--- src/rtl/counter_pkg.sv ---
// rtl/counter_pkg.sv - shared state encoding and direction constants for the counter sweep sequencer
package counter_pkg;

  typedef enum logic [2:0] {
    IDLE,
    LOAD,
    UP,
    DOWN,
    HOLD,
    DONE
  } sweep_state_e;

  localparam logic DIR_UP   = 1'b1;
  localparam logic DIR_DOWN = 1'b0;

endpackage

--- src/rtl/tick_prescaler.sv ---
// rtl/tick_prescaler.sv - clock divider producing one tick every div clocks (div of 0 acts as 1)
module tick_prescaler #(
  parameter int DIV_W = 8
) (
  input  logic             clk,
  input  logic             rst,
  input  logic             clear,
  input  logic [DIV_W-1:0] div,
  output logic             tick
);

  logic [DIV_W-1:0] cnt;
  logic [DIV_W-1:0] last;

  assign last = (div == '0) ? '0 : div - DIV_W'(1);
  assign tick = !clear && (cnt == last);

  always_ff @(posedge clk or negedge rst) begin
    if (!rst) begin
      cnt <= '0;
    end else if (clear || tick) begin
      cnt <= '0;
    end else begin
      cnt <= cnt + DIV_W'(1);
    end
  end

endmodule

--- src/rtl/counter_sweep_ctrl.sv ---
// rtl/counter_sweep_ctrl.sv - presets the counter and ramps it lo->hi->lo for N sweeps or until abort
// Endpoint dwell of HOLD_CYC ticks is enabled by defining SWEEP_HOLD_EN.
module counter_sweep_ctrl
  import counter_pkg::*;
#(
  parameter int WIDTH    = 8,
  parameter int DIV_W    = 8,
  parameter int SWEEP_W  = 8,
  parameter int HOLD_CYC = 4
) (
  input  logic               clk,
  input  logic               rst,
  input  logic               start,
  input  logic               abort,
  input  logic [WIDTH-1:0]   lo_lim,
  input  logic [WIDTH-1:0]   hi_lim,
  input  logic [DIV_W-1:0]   div,
  input  logic [SWEEP_W-1:0] sweeps,
  output logic               cnt_preset,
  output logic [WIDTH-1:0]   cnt_load,
  output logic               cnt_en,
  output logic               cnt_dir,
  output logic [WIDTH-1:0]   shadow_count,
  output logic [SWEEP_W-1:0] sweep_idx,
  output logic               busy,
  output logic               done,
  output logic               cfg_err
);

`ifdef SWEEP_HOLD_EN
  localparam logic USE_HOLD = 1'b1;
`else
  localparam logic USE_HOLD = 1'b0;
`endif
  localparam int HOLD_N = (HOLD_CYC < 1) ? 1 : HOLD_CYC;
  localparam int HOLD_W = $clog2(HOLD_N + 1);

  sweep_state_e       state;
  logic [WIDTH-1:0]   lo_q, hi_q, nxt_shadow;
  logic [DIV_W-1:0]   div_q;
  logic [SWEEP_W-1:0] sweeps_q, sweep_inc;
  logic [HOLD_W-1:0]  hold_cnt;
  logic               hold_dir, fin, last_sweep, running, tick;

  assign running    = state inside {LOAD, UP, DOWN, HOLD};
  assign sweep_inc  = sweep_idx + SWEEP_W'(1);
  assign last_sweep = (sweeps_q != '0) && (sweep_inc == sweeps_q);

  tick_prescaler #(.DIV_W(DIV_W)) u_prescaler (
    .clk   (clk),
    .rst   (rst),
    .clear (!running),
    .div   (div_q),
    .tick  (tick)
  );

  // Counter value during the next cycle; step decisions look one cycle ahead so the
  // registered cnt_en lands in the tick cycle itself.
  always_comb begin
    nxt_shadow = shadow_count;
    if (cnt_preset) begin
      nxt_shadow = cnt_load;
    end else if (cnt_en) begin
      nxt_shadow = (cnt_dir == DIR_UP) ? shadow_count + WIDTH'(1) : shadow_count - WIDTH'(1);
    end
  end

  always_ff @(posedge clk or negedge rst) begin
    if (!rst) begin
      state        <= IDLE;
      lo_q         <= '0;
      hi_q         <= '0;
      div_q        <= '0;
      sweeps_q     <= '0;
      hold_cnt     <= '0;
      hold_dir     <= DIR_UP;
      fin          <= 1'b0;
      cnt_preset   <= 1'b0;
      cnt_load     <= '0;
      cnt_en       <= 1'b0;
      cnt_dir      <= DIR_UP;
      shadow_count <= '0;
      sweep_idx    <= '0;
      busy         <= 1'b0;
      done         <= 1'b0;
      cfg_err      <= 1'b0;
    end else begin
      shadow_count <= nxt_shadow;
      cnt_preset   <= 1'b0;
      cnt_en       <= 1'b0;
      done         <= 1'b0;
      cfg_err      <= 1'b0;
      if (abort) begin
        state <= IDLE;
        busy  <= 1'b0;
        fin   <= 1'b0;
      end else begin
        case (state)
          IDLE: begin
            if (start) begin
              if (lo_lim < hi_lim) begin
                lo_q       <= lo_lim;
                hi_q       <= hi_lim;
                div_q      <= div;
                sweeps_q   <= sweeps;
                cnt_preset <= 1'b1;
                cnt_load   <= lo_lim;
                sweep_idx  <= '0;
                fin        <= 1'b0;
                busy       <= 1'b1;
                state      <= LOAD;
              end else begin
                cfg_err <= 1'b1;
              end
            end
          end
          LOAD, UP: begin
            state <= UP;
            if (tick) begin
              if (nxt_shadow < hi_q) begin
                cnt_en  <= 1'b1;
                cnt_dir <= DIR_UP;
              end else begin
                hold_cnt <= HOLD_W'(1);
                hold_dir <= DIR_DOWN;
                state    <= USE_HOLD ? HOLD : DOWN;
              end
            end
          end
          DOWN: begin
            if (fin) begin
              done  <= 1'b1;
              busy  <= 1'b0;
              state <= DONE;
            end else if (tick) begin
              if (nxt_shadow > lo_q) begin
                cnt_en  <= 1'b1;
                cnt_dir <= DIR_DOWN;
              end else begin
                sweep_idx <= sweep_inc;
                fin       <= last_sweep;
                hold_cnt  <= HOLD_W'(1);
                hold_dir  <= DIR_UP;
                state     <= USE_HOLD ? HOLD : (last_sweep ? DOWN : UP);
              end
            end
          end
          HOLD: begin
            if (hold_cnt >= HOLD_W'(HOLD_N)) begin
              if (fin) begin
                done  <= 1'b1;
                busy  <= 1'b0;
                state <= DONE;
              end else if (tick) begin
                cnt_en  <= 1'b1;
                cnt_dir <= hold_dir;
                state   <= (hold_dir == DIR_UP) ? UP : DOWN;
              end
            end else if (tick) begin
              hold_cnt <= hold_cnt + HOLD_W'(1);
            end
          end
          DONE:    state <= IDLE;
          default: state <= IDLE;
        endcase
      end
    end
  end

endmodule

--- config.mk ---
export PLATFORM = sky130hd
export DESIGN_NAME = counter_sweep_ctrl
export DESIGN_NICKNAME = d
export VERILOG_FILES = /design/src/rtl/counter_pkg.sv /design/src/rtl/tick_prescaler.sv /design/src/rtl/counter_sweep_ctrl.sv
export SDC_FILE = /design/constraint.sdc
export NUM_CORES = 1
export LEC_CHECK = 0
export ABC_AREA = 0
export CORE_MARGIN = 2
export CORE_UTILIZATION = 45
export DETAILED_ROUTE_END_ITERATION = 12
export MAX_ROUTING_LAYER = met4
export PLACE_DENSITY = 0.68
export SLEW_MARGIN = 20
export SYNTH_ARGS = -nofsm -noshare
export SYNTH_HDL_FRONTEND = slang
export SYNTH_HIERARCHICAL = 1
export SYNTH_SLANG_ARGS = --single-unit
--- constraint.sdc ---
create_clock -name clk -period 7.15 [get_ports clk]
set_input_delay 1.0725 -clock clk [delete_from_list [all_inputs] [get_ports clk]]
set_output_delay 1.0725 -clock clk [all_outputs]
set_load 0.005 [all_outputs]
==> tab_implementation.tex, run 1 <==
\begin{tabular}{lr}
\hline
Metric & Value \\
\hline
\multicolumn{2}{l}{\textbf{Outcome}} \\
Run status & completed \\
\multicolumn{2}{l}{\textbf{Placement}} \\
Placement-stage worst setup slack & about 2.8 ns \\
Cell Area, Placed & between 5000 and 6000 sq um \\
Total half-perimeter wirelength after legalization and detailed placement & $\sim$8.2 mm \\
Gpl congestion & 0.9254 \\
Number of port buffers & 65 \\
\multicolumn{2}{l}{\textbf{Global routing}} \\
GR met1 Demand/Resource & between 20\% and 30\% \\
GR met3 Demand/Resource & approximately 3.6\% \\
Grt ovf & 0 \\
Highest-utilization routing layer at the global route stage & met2 \\
Global Route met2 Usage & 30.63\% \\
Largest net degree at the start of global routing & 71 \\
Global-route wire length before repair & $\sim$19 mm \\
GRT Overall Usage & 21.03\% \\
Number of antenna violations at the first check in global routing & 0 \\
Number of global-route vias before repair & about 3.8k \\
\multicolumn{2}{l}{\textbf{Yosys}} \\
Most instantiated flip-flop cell in the synthesis netlist & dfrtp\_1 \\
Cell area after synthesis & between 4000 and 5000 sq um \\
Async set or reset register ratio after synthesis & 100.0\% \\
Mapped Nets & between 500 and 600 \\
Number of enable-type register cells in the synthesized netlist & 0 \\
Sequential-to-total area share from yosys stat & 37.17\% \\
Number of different library cells in the post-synthesis netlist & 72 \\
Number of instances in the synthesized netlist & around 510 \\
Count of state elements after synthesis & 70 \\
Post-Synthesis Mean Instance Area & 9.346 sq um \\
Number of synthesis warnings & 6 \\
\multicolumn{2}{l}{\textbf{Worst hold path}} \\
Hold path cells & 1 \\
Hold/Removal Path Class & flop to flop \\
\multicolumn{2}{l}{\textbf{Pwr}} \\
Relative contribution of sequential cells to total power & approximately a third \\
Switching share of power & 41.39\% \\
Power density of the placed cells & between 300 and 400 nW/um\^{}2 \\
Internal power summed over all cells & between 1 and 1.5 mW \\
Logic gate share of total power & roughly 52\% \\
Total power draw & $\sim$2.0 mW \\
Static leakage & between 2 and 2.5 nW \\
Worst vdd ir & 0.0001866 V \\
Switching Power & about 850 uW \\
Power share of the clock group & between 10\% and 20\% \\
\multicolumn{2}{l}{\textbf{Floorplanning}} \\
FP Rows & 37 \\
Die Outline Area & roughly 11000 sq um \\
Die outline height & 106.4 um \\
Core Box Area & 10230 sq um \\
Initial standard-cell utilization of the core & 46.13\% \\
Floorplan die width & between 100 and 150 um \\
I/O pin cnt & 66 \\
\multicolumn{2}{l}{\textbf{Flow run}} \\
Max capacitance violation total & 0 \\
\multicolumn{2}{l}{\textbf{Timing}} \\
Worst-case headroom to the max-slew limit & between 40\% and 50\% \\
Setup slack of the critical path after layout & $\sim$2.8 ns \\
Number of max-slew violations in the final report & 0 \\
F\_max & 229.3 MHz \\
Setup tns final & 0 ns \\
Number of setup violations in the final report & 0 \\
Post-Route Skew & $\sim$0.011 ns \\
Post-route worst hold slack & roughly 0.49 ns \\
Share of the clock period used by the worst path & about 61\% \\
Fin crit period & $\sim$4.4 ns \\
RSZ-0062 raised after global routing & no \\
Total count of hold-check failures in the final report & 0 \\
Actual transition at the worst max-transition pin & about 0.89 ns \\
\multicolumn{2}{l}{\textbf{Drt}} \\
DRC violation count after routing & 0 \\
Initial drt markers & 211 \\
DR WL/cell & about 16 um \\
Total via count in the routed design & slightly below 4k \\
1st-pass router iterations & 4 \\
Wire length after detailed routing & 10.95 mm \\
Remaining antenna violation count & 0 \\
Avg Vias per Cell & 5.659 \\
\multicolumn{2}{l}{\textbf{Critical path}} \\
Cell Chain, Critical Path & inv\_1 > ha\_1 > a21o\_1 > a21oi\_2 > o21ai\_2 > o41ai\_2 > xnor2\_1 > or3\_1 > a31oi\_1 > ha\_1 > nand4\_1 > nor2\_1 > a211oi\_1 > nor2\_1 > a31oi\_1 > o21ai\_0 > o31ai\_1 \\
Crit. path cell count & 17 \\
Data arrival time of the critical path & 4.61 ns \\
Crit path max-delay family & compound AO/OA/AOI/OAI gates \\
Required time at the endpoint of the critical path & around 7.4 ns \\
Critical Path Source Type & flop \\
Top fanout value on the critical path & 9 \\
Buf+Inv Stages, Crit Path & 1 \\
Largest stage delay on the critical path & between 0.5 and 0.6 ns \\
Crit. End Element & flop \\
Cell with the largest stage delay on the worst path & dfstp\_2 \\
Worst setup path class & flop to flop \\
FF-to-FF path depth & 17 \\
\multicolumn{2}{l}{\textbf{Final layout}} \\
Number of nets in the final layout & between 600 and 700 \\
Layout filler cell count & 921 \\
Area grow syn2layout & 19.35\% \\
Most frequent standard cell in the layout excluding fill and tap cells & dfrtp\_1 \\
Fraction of layout cells with a size suffix above 1 & a little under a tenth \\
Most frequent cells in the layout & dfrtp\_1 (68), clkdlybuf4s50\_1 (64), inv\_1 (42), o21ai\_0 (42), nand2\_1 (39) \\
Diode count & 0 \\
Summed area of non-filler cells in the final layout & approximately 5600 sq um \\
\multicolumn{2}{l}{\textbf{Clock tree}} \\
H-tree levels & 3 \\
Root cell of the clock tree & clkbuf\_8 \\
Number of clock sinks & 70 \\
CTS Buffer Depth & 2 \\
Post-CTS setup repair buffer count & 0 \\
Later-pin clock latency in the skew report & 0.34 ns \\
Clock transition at the registers of the reported paths & around 0.08 ns \\
Clock buffer count from CTS & 9 \\
TritonCTS clock tree & yes \\
Hold-fix buffers, CTS & 0 \\
Cts repair resizes & 0 \\
\hline
\end{tabular}
==> Yosys cell counts (all sizes together) (7+ instances only) <==
master | instances | share of area, %
xor2 | 13 | 2.6
nor4 | 7 | 0.93
a21oi | 22 | 2.5
clkbuf | 10 | 0.80
nor3 | 11 | 1.3
buf | 10 | 1.5
a21o | 7 | 1.1
o21ai | 44 | 4.7
ha | 33 | 8.7
mux2 | 19 | 4.5
o31ai | 8 | 1.3
xnor2 | 13 | 2.4
a311oi | 8 | 1.5
nor2 | 24 | 1.9
inv | 42 | 3.3
dfrtp | 68 | 36
nand3 | 17 | 1.9
nand2b | 8 | 1.1
nand2 | 39 | 3.1
==> worst paths after layout <==
| kind | startpoint | end | slack [ns] |
|---|---|---|---|
| setup / recovery | cnt_dir | sweep_idx[6] | 2.79 |
| hold / removal | busy | busy | 0.49 |
| setup reg to reg | cnt_dir | sweep_idx[6] | 2.79 |
| hold reg to reg | busy | busy | 0.49 |
| max in group asynchronous | rst | lo_q[3] | 5.63 |
| min in group asynchronous | rst | div_q[1] | 0.92 |
==> per-layer routing <==
metal  share of wire (%)  routed length, um
met1                  50               5475
met2                  44               4868
met3                 3.8                420
met4                 1.7                187
met5                   0                  0
==> layout make-up <==
type | instances | area (sq um) | share of cell area [%]
Multi-Input combinational cell | 373 | 2709 | 48.09
Sequential cell | 70 | 1754 | 31.14
Timing Repair Buffer | 68 | 668.1 | 11.86
Tap cell | 136 | 170.2 | 3.021
Clock buffer | 13 | 168.9 | 2.999
Inverter | 42 | 157.7 | 2.799
Clock inverter | 1 | 5.005 | 0.08885
==> metrics by stage <==
step | utilization [%] | cells
finish | 55.06 | 703
global route | 55.06 | 703
CTS | 55.06 | 703
detailed placement | 53.36 | 689
global placement | 53.36 | 689
floorplan | - | 505
==> sequential cells by signal, indices dropped and copies added, names as in the netlist, 3 cells and up <==
| register | flops |
|---|---|
| div_q | 8 |
| hi_q | 8 |
| hold_cnt | 3 |
| lo_q | 8 |
| shadow_count | 8 |
| state | 3 |
| sweep_idx | 8 |
| sweeps_q | 8 |
| u_prescaler/cnt | 8 |
==> cell families after synthesis <==
logic type               Yosys count  share of synthesized area (%)
XOR/XNOR                          26                          4.984
buffers and inverters             62                          5.594
flip-flops                        70                          37.17
AO/OA/AOI/OAI                    136                          20.07
multiplexers                      25                          5.806
AND/OR/NAND/NOR                  152                          17.21
adder cells (fa/ha/maj)           34                          9.173
==> power groups by stage <==
stage                     Combinational [mW]  Clock (mW)  Sequential [mW]
after detailed placement                1.05           0            0.709
final                                   1.05       0.292            0.700
after CTS                               1.05       0.299            0.701
after floorplan                        0.788           0            0.648
after global routing                    1.19       0.315            0.729
after global placement                  1.02           0            0.702
No activity file was read; power rests on OpenSTA's default activity.
==> inputs of run 2 (changes only) <==
--- a/config.mk
+++ b/config.mk
@@ -10,7 +10,7 @@
 export CORE_UTILIZATION = 45
 export DETAILED_ROUTE_END_ITERATION = 12
 export MAX_ROUTING_LAYER = met4
-export PLACE_DENSITY = 0.68
+export PLACE_DENSITY = 0.7
 export SLEW_MARGIN = 20
 export SYNTH_ARGS = -nofsm -noshare
 export SYNTH_HDL_FRONTEND = slang
==> constraint.sdc (replaced) <==
create_clock -name clk -period 3.65 [get_ports clk]
set_input_delay 0.5475 -clock clk [delete_from_list [all_inputs] [get_ports clk]]
set_output_delay 0.5475 -clock clk [all_outputs]
set_load 0.005 [all_outputs]
==> run 2 against run 1 <==
- the flow now finishes with violations (setup timing)
- sequential share of layout area decreased by 2.3 points
- non-clock buffer count increased by 27
- combinational power increased by 140%
==> tab_implementation.tex, run 2 (same netlist as run 1, synthesis figures left out) <==
\begin{tabular}{lr}
\hline
Metric & Value \\
\hline
\multicolumn{2}{l}{\textbf{Outcome}} \\
Run status & complete, but fails checks \\
Failing checks & setup timing \\
\multicolumn{2}{l}{\textbf{Clock tree}} \\
Number of clock sinks & 70 (unchanged) \\
Hold-fix buffers, CTS & 0 (unchanged) \\
Clock buffer count from CTS & 9 (unchanged) \\
CTS Buffer Depth & 2 (unchanged) \\
H-tree levels & 3 (unchanged) \\
Later-pin clock latency in the skew report & 0.35 ns (about the same) \\
Clock transition at the registers of the reported paths & 0.08 ns (about the same) \\
TritonCTS clock tree & yes \\
Root cell of the clock tree & clkbuf\_8 \\
\multicolumn{2}{l}{\textbf{Placement}} \\
Gpl congestion & 0.8406 (-9.2\%) \\
Total half-perimeter wirelength after legalization and detailed placement & 8.623 mm (+5.7\%) \\
Number of port buffers & 65 (unchanged) \\
Placement-stage worst setup slack & -0.07106 ns (-2.916 ns) \\
\multicolumn{2}{l}{\textbf{Critical path}} \\
Crit Reg-Reg Endpoint & state[0] \\
Crit. End Element & flop \\
Flop-to-flop setup slack & -0.13 ns (-2.92 ns) \\
Top fanout value on the critical path & 3 (-6) \\
Cell with the largest stage delay on the worst path & dfstp\_2 \\
Crit path max-delay family & compound AO/OA/AOI/OAI gates \\
Worst reg2reg path startpoint & cnt\_dir \\
Buf+Inv Stages, Crit Path & 4 (+3) \\
Data arrival time of the critical path & 3.99 ns (-0.62 ns) \\
Worst setup path class & flop to flop \\
Cell Chain, Critical Path & inv\_2 > ha\_4 > a21o\_1 > a21oi\_2 > o21ai\_2 > o41ai\_2 > xnor2\_1 > or3\_4 > a31oi\_4 > buf\_4 > buf\_6 > buf\_4 > ha\_1 > a21oi\_2 > o21a\_1 > nor3b\_2 > a211oi\_1 > a31oi\_1 \\
FF-to-FF path depth & 18 (+1) \\
Critical Path Source Type & flop \\
Largest stage delay on the critical path & 0.54 ns (-0.05 ns) \\
Critical path startpoint & cnt\_dir \\
Required time at the endpoint of the critical path & 3.87 ns (-3.53 ns) \\
\multicolumn{2}{l}{\textbf{Drt}} \\
1st-pass router iterations & 8 (+4) \\
DR WL/cell & 16.52 um (+6.0\%) \\
Wire length after detailed routing & 12.09 mm (+10\%) \\
Total via count in the routed design & 4184 (+5.2\%) \\
Avg Vias per Cell & 5.716 (+1.0\%) \\
Remaining antenna violation count & 0 (unchanged) \\
Initial drt markers & 245 (+16\%) \\
DRC violation count after routing & 0 (unchanged) \\
\multicolumn{2}{l}{\textbf{Timing}} \\
F\_max & 264.8 MHz (+15\%) \\
Actual transition at the worst max-transition pin & 0.8945 ns (+0.0006317 ns) \\
Number of setup violations in the final report & 13 (+13) \\
Total count of hold-check failures in the final report & 0 (unchanged) \\
Setup slack of the critical path after layout & -0.1269 ns (-2.915 ns) \\
Fin crit period & 3.777 ns (-0.5846 ns) \\
Post-Route Skew & 0.009869 ns (-0.001343 ns) \\
Worst-case headroom to the max-slew limit & 40.37\% (-0.042 points) \\
Share of the clock period used by the worst path & 103.5\% (+42 points) \\
Setup tns final & -0.6753 ns (-0.6753 ns) \\
Post-route worst hold slack & 0.3846 ns (-0.1088 ns) \\
Number of max-slew violations in the final report & 0 (unchanged) \\
RSZ-0062 raised after global routing & yes \\
\multicolumn{2}{l}{\textbf{Global routing}} \\
Global-route wire length before repair & 19.93 mm (+6.9\%) \\
Largest net degree at the start of global routing & 71 (unchanged) \\
Number of antenna violations at the first check in global routing & 0 (unchanged) \\
Grt ovf & 0 (unchanged) \\
GRT Overall Usage & 22.37\% (+1.3 points) \\
Number of global-route vias before repair & 4036 (+7.1\%) \\
\multicolumn{2}{l}{\textbf{Floorplanning}} \\
Die outline height & 106.4 um (unchanged) \\
Initial standard-cell utilization of the core & 46.13\% (unchanged) \\
Floorplan die width & 106.4 um (unchanged) \\
Core Box Area & 10230 sq um (unchanged) \\
I/O pin cnt & 66 (unchanged) \\
Die Outline Area & 11320 sq um (unchanged) \\
FP Rows & 37 (unchanged) \\
\multicolumn{2}{l}{\textbf{Final layout}} \\
Layout filler cell count & 872 (-5.3\%) \\
Core utilization of the finished layout & 59.37\% (+4.3 points) \\
Fraction of layout cells with a size suffix above 1 & 18.12\% (+8.6 points) \\
Most frequent cells in the layout & dfrtp\_1 (68), clkdlybuf4s50\_1 (64), inv\_1 (41), nand2\_1 (39), o21ai\_0 (31) \\
Area grow syn2layout & 28.71\% \\
Seq. cell area & 1754 sq um (unchanged) \\
Area taken by multi-input logic gates & 2882 sq um (+6.4\%) \\
Diode count & 0 (unchanged) \\
Number of nets in the final layout & 661 (+4.3\%) \\
Most frequent standard cell in the layout excluding fill and tap cells & dfrtp\_1 \\
\multicolumn{2}{l}{\textbf{Pwr}} \\
Internal power summed over all cells & 2.687 mW (+120\%) \\
Power share of the clock group & 14.3\% (about the same) \\
Worst vdd ir & 0.0004476 V (+140\%) \\
Static leakage & 2.559 nW (+7.7\%) \\
Switching share of power & 41.52\% (+0.13 points) \\
Total power draw & 4.595 mW (+120\%) \\
Switching Power & 1.908 mW (+130\%) \\
Logic gate share of total power & 55.8\% (+4.3 points) \\
Power density of the placed cells & 756.5 nW/um\^{}2 (+110\%) \\
Relative contribution of sequential cells to total power & 29.9\% (-4.4 points) \\
\multicolumn{2}{l}{\textbf{Flow run}} \\
Max capacitance violation total & 0 (unchanged) \\
\multicolumn{2}{l}{\textbf{Worst hold path}} \\
Hold/Removal Path Class & input pin to asynchronous set/reset pin \\
\hline
\end{tabular}
==> run 2: timing repair <==
action | 4_1_cts | 5_1_grt
gates cloned | 1 | 0
pin swaps | 1 | 8
resized for setup | 13 | 31
setup endpoints to repair | 15 | 18
setup buffers | 2 | 1
==> run 2: area by class of cell <==
type	instances	area share, %
flip-flops and latches	70	28.88
inverters	42	2.595
repair buffers	95	14.85
multi-input cells	373	47.44
well taps	136	2.801
clock buffers	11	2.492
clock inverters	5	0.9475
==> run 2: worst reg2reg max path, cell delays in order (launching register included) <==
cell and delay (ns):
dfstp_2 0.54, inv_2 0.06, ha_4 0.23, a21o_1 0.16
a21oi_2 0.17, o21ai_2 0.10, o41ai_2 0.23, xnor2_1 0.16
or3_4 0.36, a31oi_4 0.19, buf_4 0.15, buf_6 0.08
buf_4 0.10, ha_1 0.25, a21oi_2 0.19, o21a_1 0.19
nor3b_2 0.06, a211oi_1 0.30, a31oi_1 0.14
==> run 2: layer usage <==
metal,GRT usage [%],vias to the layer above,wire [um]
li1,-,2009,-
met1,30.86,2028,5673
met2,34.66,133,5772
met3,4.047,14,529
met4,5.102,0,116
met5,-,-,0
==> run 2: through the flow <==
step / instance area (sq um) / instances
after floorplan: 4731 / 505
final: 6075 / 732
after CTS: 5957 / 731
after global placement: 5655 / 712
after global routing: 6075 / 732
after detailed placement: 5655 / 712
==> run 2: worst max path at each step <==
| stage | depth (start not counted) | to | slack [ns] |
|---|---|---|---|
| global placement | 17 | hold_cnt[0] | 0.01 |
| detailed placement | 17 | hold_cnt[0] | -0.07 |
| floorplan | 17 | hold_cnt[0] | 0.008 |
| finish | 18 | state[0] | -0.13 |
| global route | 17 | state[1] | -0.32 |
| CTS | 19 | sweep_idx[6] | -0.02 |
==> run 2: power groups by stage <==
stage	logic, mW	clock network [mW]	registers [mW]
final	2.57	0.656	1.37
after floorplan	1.56	0	1.27
after global placement	2.20	0	1.36
after detailed placement	2.28	0	1.37
after global routing	2.83	0.712	1.42
after CTS	2.41	0.665	1.37
==> inputs of run 3 (changes only) <==
--- a/config.mk
+++ b/config.mk
@@ -6,11 +6,11 @@
 export NUM_CORES = 1
 export LEC_CHECK = 0
 export ABC_AREA = 0
-export CORE_MARGIN = 2
 export CORE_UTILIZATION = 45
 export DETAILED_ROUTE_END_ITERATION = 12
 export MAX_ROUTING_LAYER = met4
 export PLACE_DENSITY = 0.7
+export SKIP_LAST_GASP = 1
 export SLEW_MARGIN = 20
 export SYNTH_ARGS = -nofsm -noshare
 export SYNTH_HDL_FRONTEND = slang
==> run 3 against run 2 <==
- the run still ends with setup timing left
- via count shrank 0.22%
- hold slack lost 0.063 ns
- clock power grew 0.6%
- non-clock buffer count shrank 1
- combinational power shrank 5%
- global-route usage grew 0.41 points
- maximum frequency grew 2.2%
- clock skew shrank 0.0059 ns
- critical endpoint is now sweep_idx[5]
- largest power group unchanged
==> tab_implementation.tex, run 3 (same netlist as run 1, synthesis figures left out) <==
\begin{tabular}{lr}
\hline
Metric & Value \\
\hline
\multicolumn{2}{l}{\textbf{Final layout}} \\
Seq. cell area & 1754 sq um (unchanged) \\
Area grow syn2layout & 27.07\% \\
Number of nets in the final layout & 660 (-0.15\%) \\
Post-route insts no fill & 731 (-0.14\%) \\
Most frequent standard cell in the layout excluding fill and tap cells & dfrtp\_1 \\
Area taken by multi-input logic gates & 2823 sq um (-2.0\%) \\
Layout filler cell count & 855 (-1.9\%) \\
Fraction of layout cells with a size suffix above 1 & 16.64\% (-1.5 points) \\
Most frequent cells in the layout & dfrtp\_1 (68), clkdlybuf4s50\_1 (64), inv\_1 (41), nand2\_1 (39), o21ai\_0 (37) \\
Diode count & 0 (unchanged) \\
Core utilization of the finished layout & 58.62\% (-0.76 points) \\
\multicolumn{2}{l}{\textbf{Clock tree}} \\
Root cell of the clock tree & clkbuf\_8 \\
Number of clock sinks & 70 (unchanged) \\
TritonCTS clock tree & yes \\
Clock buffer count from CTS & 9 (unchanged) \\
Hold-fix buffers, CTS & 0 (unchanged) \\
Clock transition at the registers of the reported paths & 0.08 ns (about the same) \\
Later-pin clock latency in the skew report & 0.35 ns (about the same) \\
CTS Buffer Depth & 2 (unchanged) \\
H-tree levels & 3 (unchanged) \\
\multicolumn{2}{l}{\textbf{Critical path}} \\
Critical Path Source Type & flop \\
Required time at the endpoint of the critical path & 3.92 ns (+0.05 ns) \\
Worst setup path class & flop to flop \\
Data arrival time of the critical path & 3.96 ns (-0.03 ns) \\
Top fanout value on the critical path & 5 (+2) \\
Crit. End Element & flop \\
\multicolumn{2}{l}{\textbf{Drt}} \\
Total via count in the routed design & 4175 (-0.22\%) \\
Avg Vias per Cell & 5.711 (about the same) \\
1st-pass router iterations & 5 (-3) \\
Initial drt markers & 206 (-16\%) \\
DR WL/cell & 15.98 um (-3.3\%) \\
Wire length after detailed routing & 11.68 mm (-3.4\%) \\
Remaining antenna violation count & 0 (unchanged) \\
DRC violation count after routing & 0 (unchanged) \\
\multicolumn{2}{l}{\textbf{Pwr}} \\
Relative contribution of sequential cells to total power & 30.7\% (+0.8 points) \\
Switching share of power & 41.17\% (-0.35 points) \\
Internal power summed over all cells & 2.623 mW (-2.4\%) \\
Switching Power & 1.836 mW (-3.8\%) \\
Logic gate share of total power & 54.5\% (-1.3 points) \\
Worst vdd ir & 0.0003686 V (-18\%) \\
Power share of the clock group & 14.8\% (+0.5 points) \\
Static leakage & 2.529 nW (-1.2\%) \\
Power density of the placed cells & 743.5 nW/um\^{}2 (-1.7\%) \\
Total power draw & 4.459 mW (-3.0\%) \\
\multicolumn{2}{l}{\textbf{Global routing}} \\
Number of global-route vias before repair & 4026 (-0.25\%) \\
GRT Overall Usage & 22.78\% (+0.41 points) \\
Largest net degree at the start of global routing & 41 (-42\%) \\
Grt ovf & 0 (unchanged) \\
Global-route wire length before repair & 19.44 mm (-2.5\%) \\
Number of antenna violations at the first check in global routing & 0 (unchanged) \\
\multicolumn{2}{l}{\textbf{Placement}} \\
Total half-perimeter wirelength after legalization and detailed placement & 8.794 mm (+2.0\%) \\
Gpl congestion & 0.8922 (+6.1\%) \\
Placed Cells incl. Taps & 713 (+0.14\%) \\
Number of port buffers & 65 (unchanged) \\
\multicolumn{2}{l}{\textbf{Floorplanning}} \\
I/O pin cnt & 66 (unchanged) \\
Initial standard-cell utilization of the core & 46.13\% (unchanged) \\
Die outline height & 104.4 um (-1.9\%) \\
FP Rows & 37 (unchanged) \\
Die Outline Area & 10900 sq um (-3.7\%) \\
Core Box Area & 10230 sq um (unchanged) \\
Floorplan die width & 104.4 um (-1.9\%) \\
\multicolumn{2}{l}{\textbf{Flow run}} \\
Max capacitance violation total & 0 (unchanged) \\
\multicolumn{2}{l}{\textbf{Timing}} \\
Setup tns final & -0.1809 ns (+0.4944 ns) \\
F\_max & 270.6 MHz (+2.2\%) \\
Worst-case headroom to the max-slew limit & 39.39\% (-0.98 points) \\
Share of the clock period used by the worst path & 101.3\% (-2.2 points) \\
Post-Route Skew & 0.003922 ns (-0.005947 ns) \\
Post-route worst hold slack & 0.3212 ns (-0.06343 ns) \\
RSZ-0062 raised after global routing & yes \\
Number of setup violations in the final report & 9 (-4) \\
Number of max-slew violations in the final report & 0 (unchanged) \\
Fin crit period & 3.696 ns (-0.08098 ns) \\
Total count of hold-check failures in the final report & 0 (unchanged) \\
Actual transition at the worst max-transition pin & 0.9091 ns (+0.01467 ns) \\
Setup slack of the critical path after layout & -0.04588 ns (+0.08098 ns) \\
\multicolumn{2}{l}{\textbf{Outcome}} \\
Failing checks & setup timing \\
Run status & complete, but fails checks \\
\multicolumn{2}{l}{\textbf{Worst hold path}} \\
Hold/Removal Path Class & input pin to asynchronous set/reset pin \\
\hline
\end{tabular}
-- run 3: changes by cell type in the layout (fill, tap and decap cells not counted), moves of 2 or more --
cell,change
a21oi_1,+2
a21oi_2,-2
buf_4,+2
buf_6,-3
clkinv_4,-2
clkinvlp_4,+3
o21ai_0,+6
o21ai_1,-5
-- run 3: worst max-delay path, cell delays in order (launching register included) --
cell and delay [ns]:
dfstp_2 0.54, inv_2 0.06, ha_4 0.22, a21o_1 0.16, a21oi_2 0.17, o21ai_2 0.09
o41ai_2 0.23, xnor2_1 0.12, or3_1 0.34, a31oi_2 0.18, ha_1 0.18, nand4_1 0.15
buf_4 0.17, a211oi_4 0.25, nor2_2 0.07, buf_4 0.16, a31oi_4 0.21, buf_6 0.14
o21ai_0 0.08, o21ai_0 0.10
-- run 3: path summary, 6_finish.rpt --
| kind | slack (ns) | start | cells past startpoint | end |
|---|---|---|---|---|
| max | -0.05 | cnt_dir | 19 | sweep_idx[5] |
| min | 0.32 | rst | 1 | sweeps_q[0] |
| max reg2reg | -0.05 | cnt_dir | 19 | sweep_idx[5] |
| min reg2reg | 0.49 | busy | 1 | busy |
| max in group asynchronous | 2.49 | rst | 2 | cnt_dir |
| min in group clk | 0.49 | busy | 1 | busy |
-- run 3: power by group through the flow --
stage                     clock network, mW  registers, mW  logic, mW
after CTS                             0.671           1.36       2.39
after detailed placement                  0           1.37       2.27
after floorplan                           0           1.27       1.56
after global placement                    0           1.36       2.20
final                                 0.660           1.37       2.43
after global routing                  0.710           1.41       2.68
-- run 3: final cells by class --
| cell class | instances | share of cell area [%] |
|---|---|---|
| clock inverter | 5 | 0.9597 |
| inverter | 42 | 2.629 |
| timing repair buffer | 94 | 14.73 |
| multi-input combinational | 373 | 47.07 |
| tap | 136 | 2.837 |
| clock buffer | 11 | 2.525 |
| sequential | 70 | 29.25 |
-- run 3: what timing repair did --
action,CTS,global route
setup endpoints to repair,15,18
pin swaps,1,3
gates resized for setup,11,13
cloned,1,0
hold endpoints to repair,0,0
setup buffers,1,0
-- run 3: through the flow --
stage	cell area [sq um]	setup WS, ns
after floorplan	4731	0.007834
after global placement	5663	0.004375
after detailed placement	5663	-0.09271
after CTS	5957	-0.01278
after global routing	5997	-0.3050
final	5997	-0.04588
-- run 3: metal layers --
metal | vias to the layer above | global-route usage, % | share of wire, %
li1 | 2009 | - | -
met1 | 2025 | 31.34 | 49
met2 | 123 | 34.39 | 46
met3 | 18 | 3.759 | 4.1
met4 | 0 | 7.041 | 1.3
met5 | - | - | 0
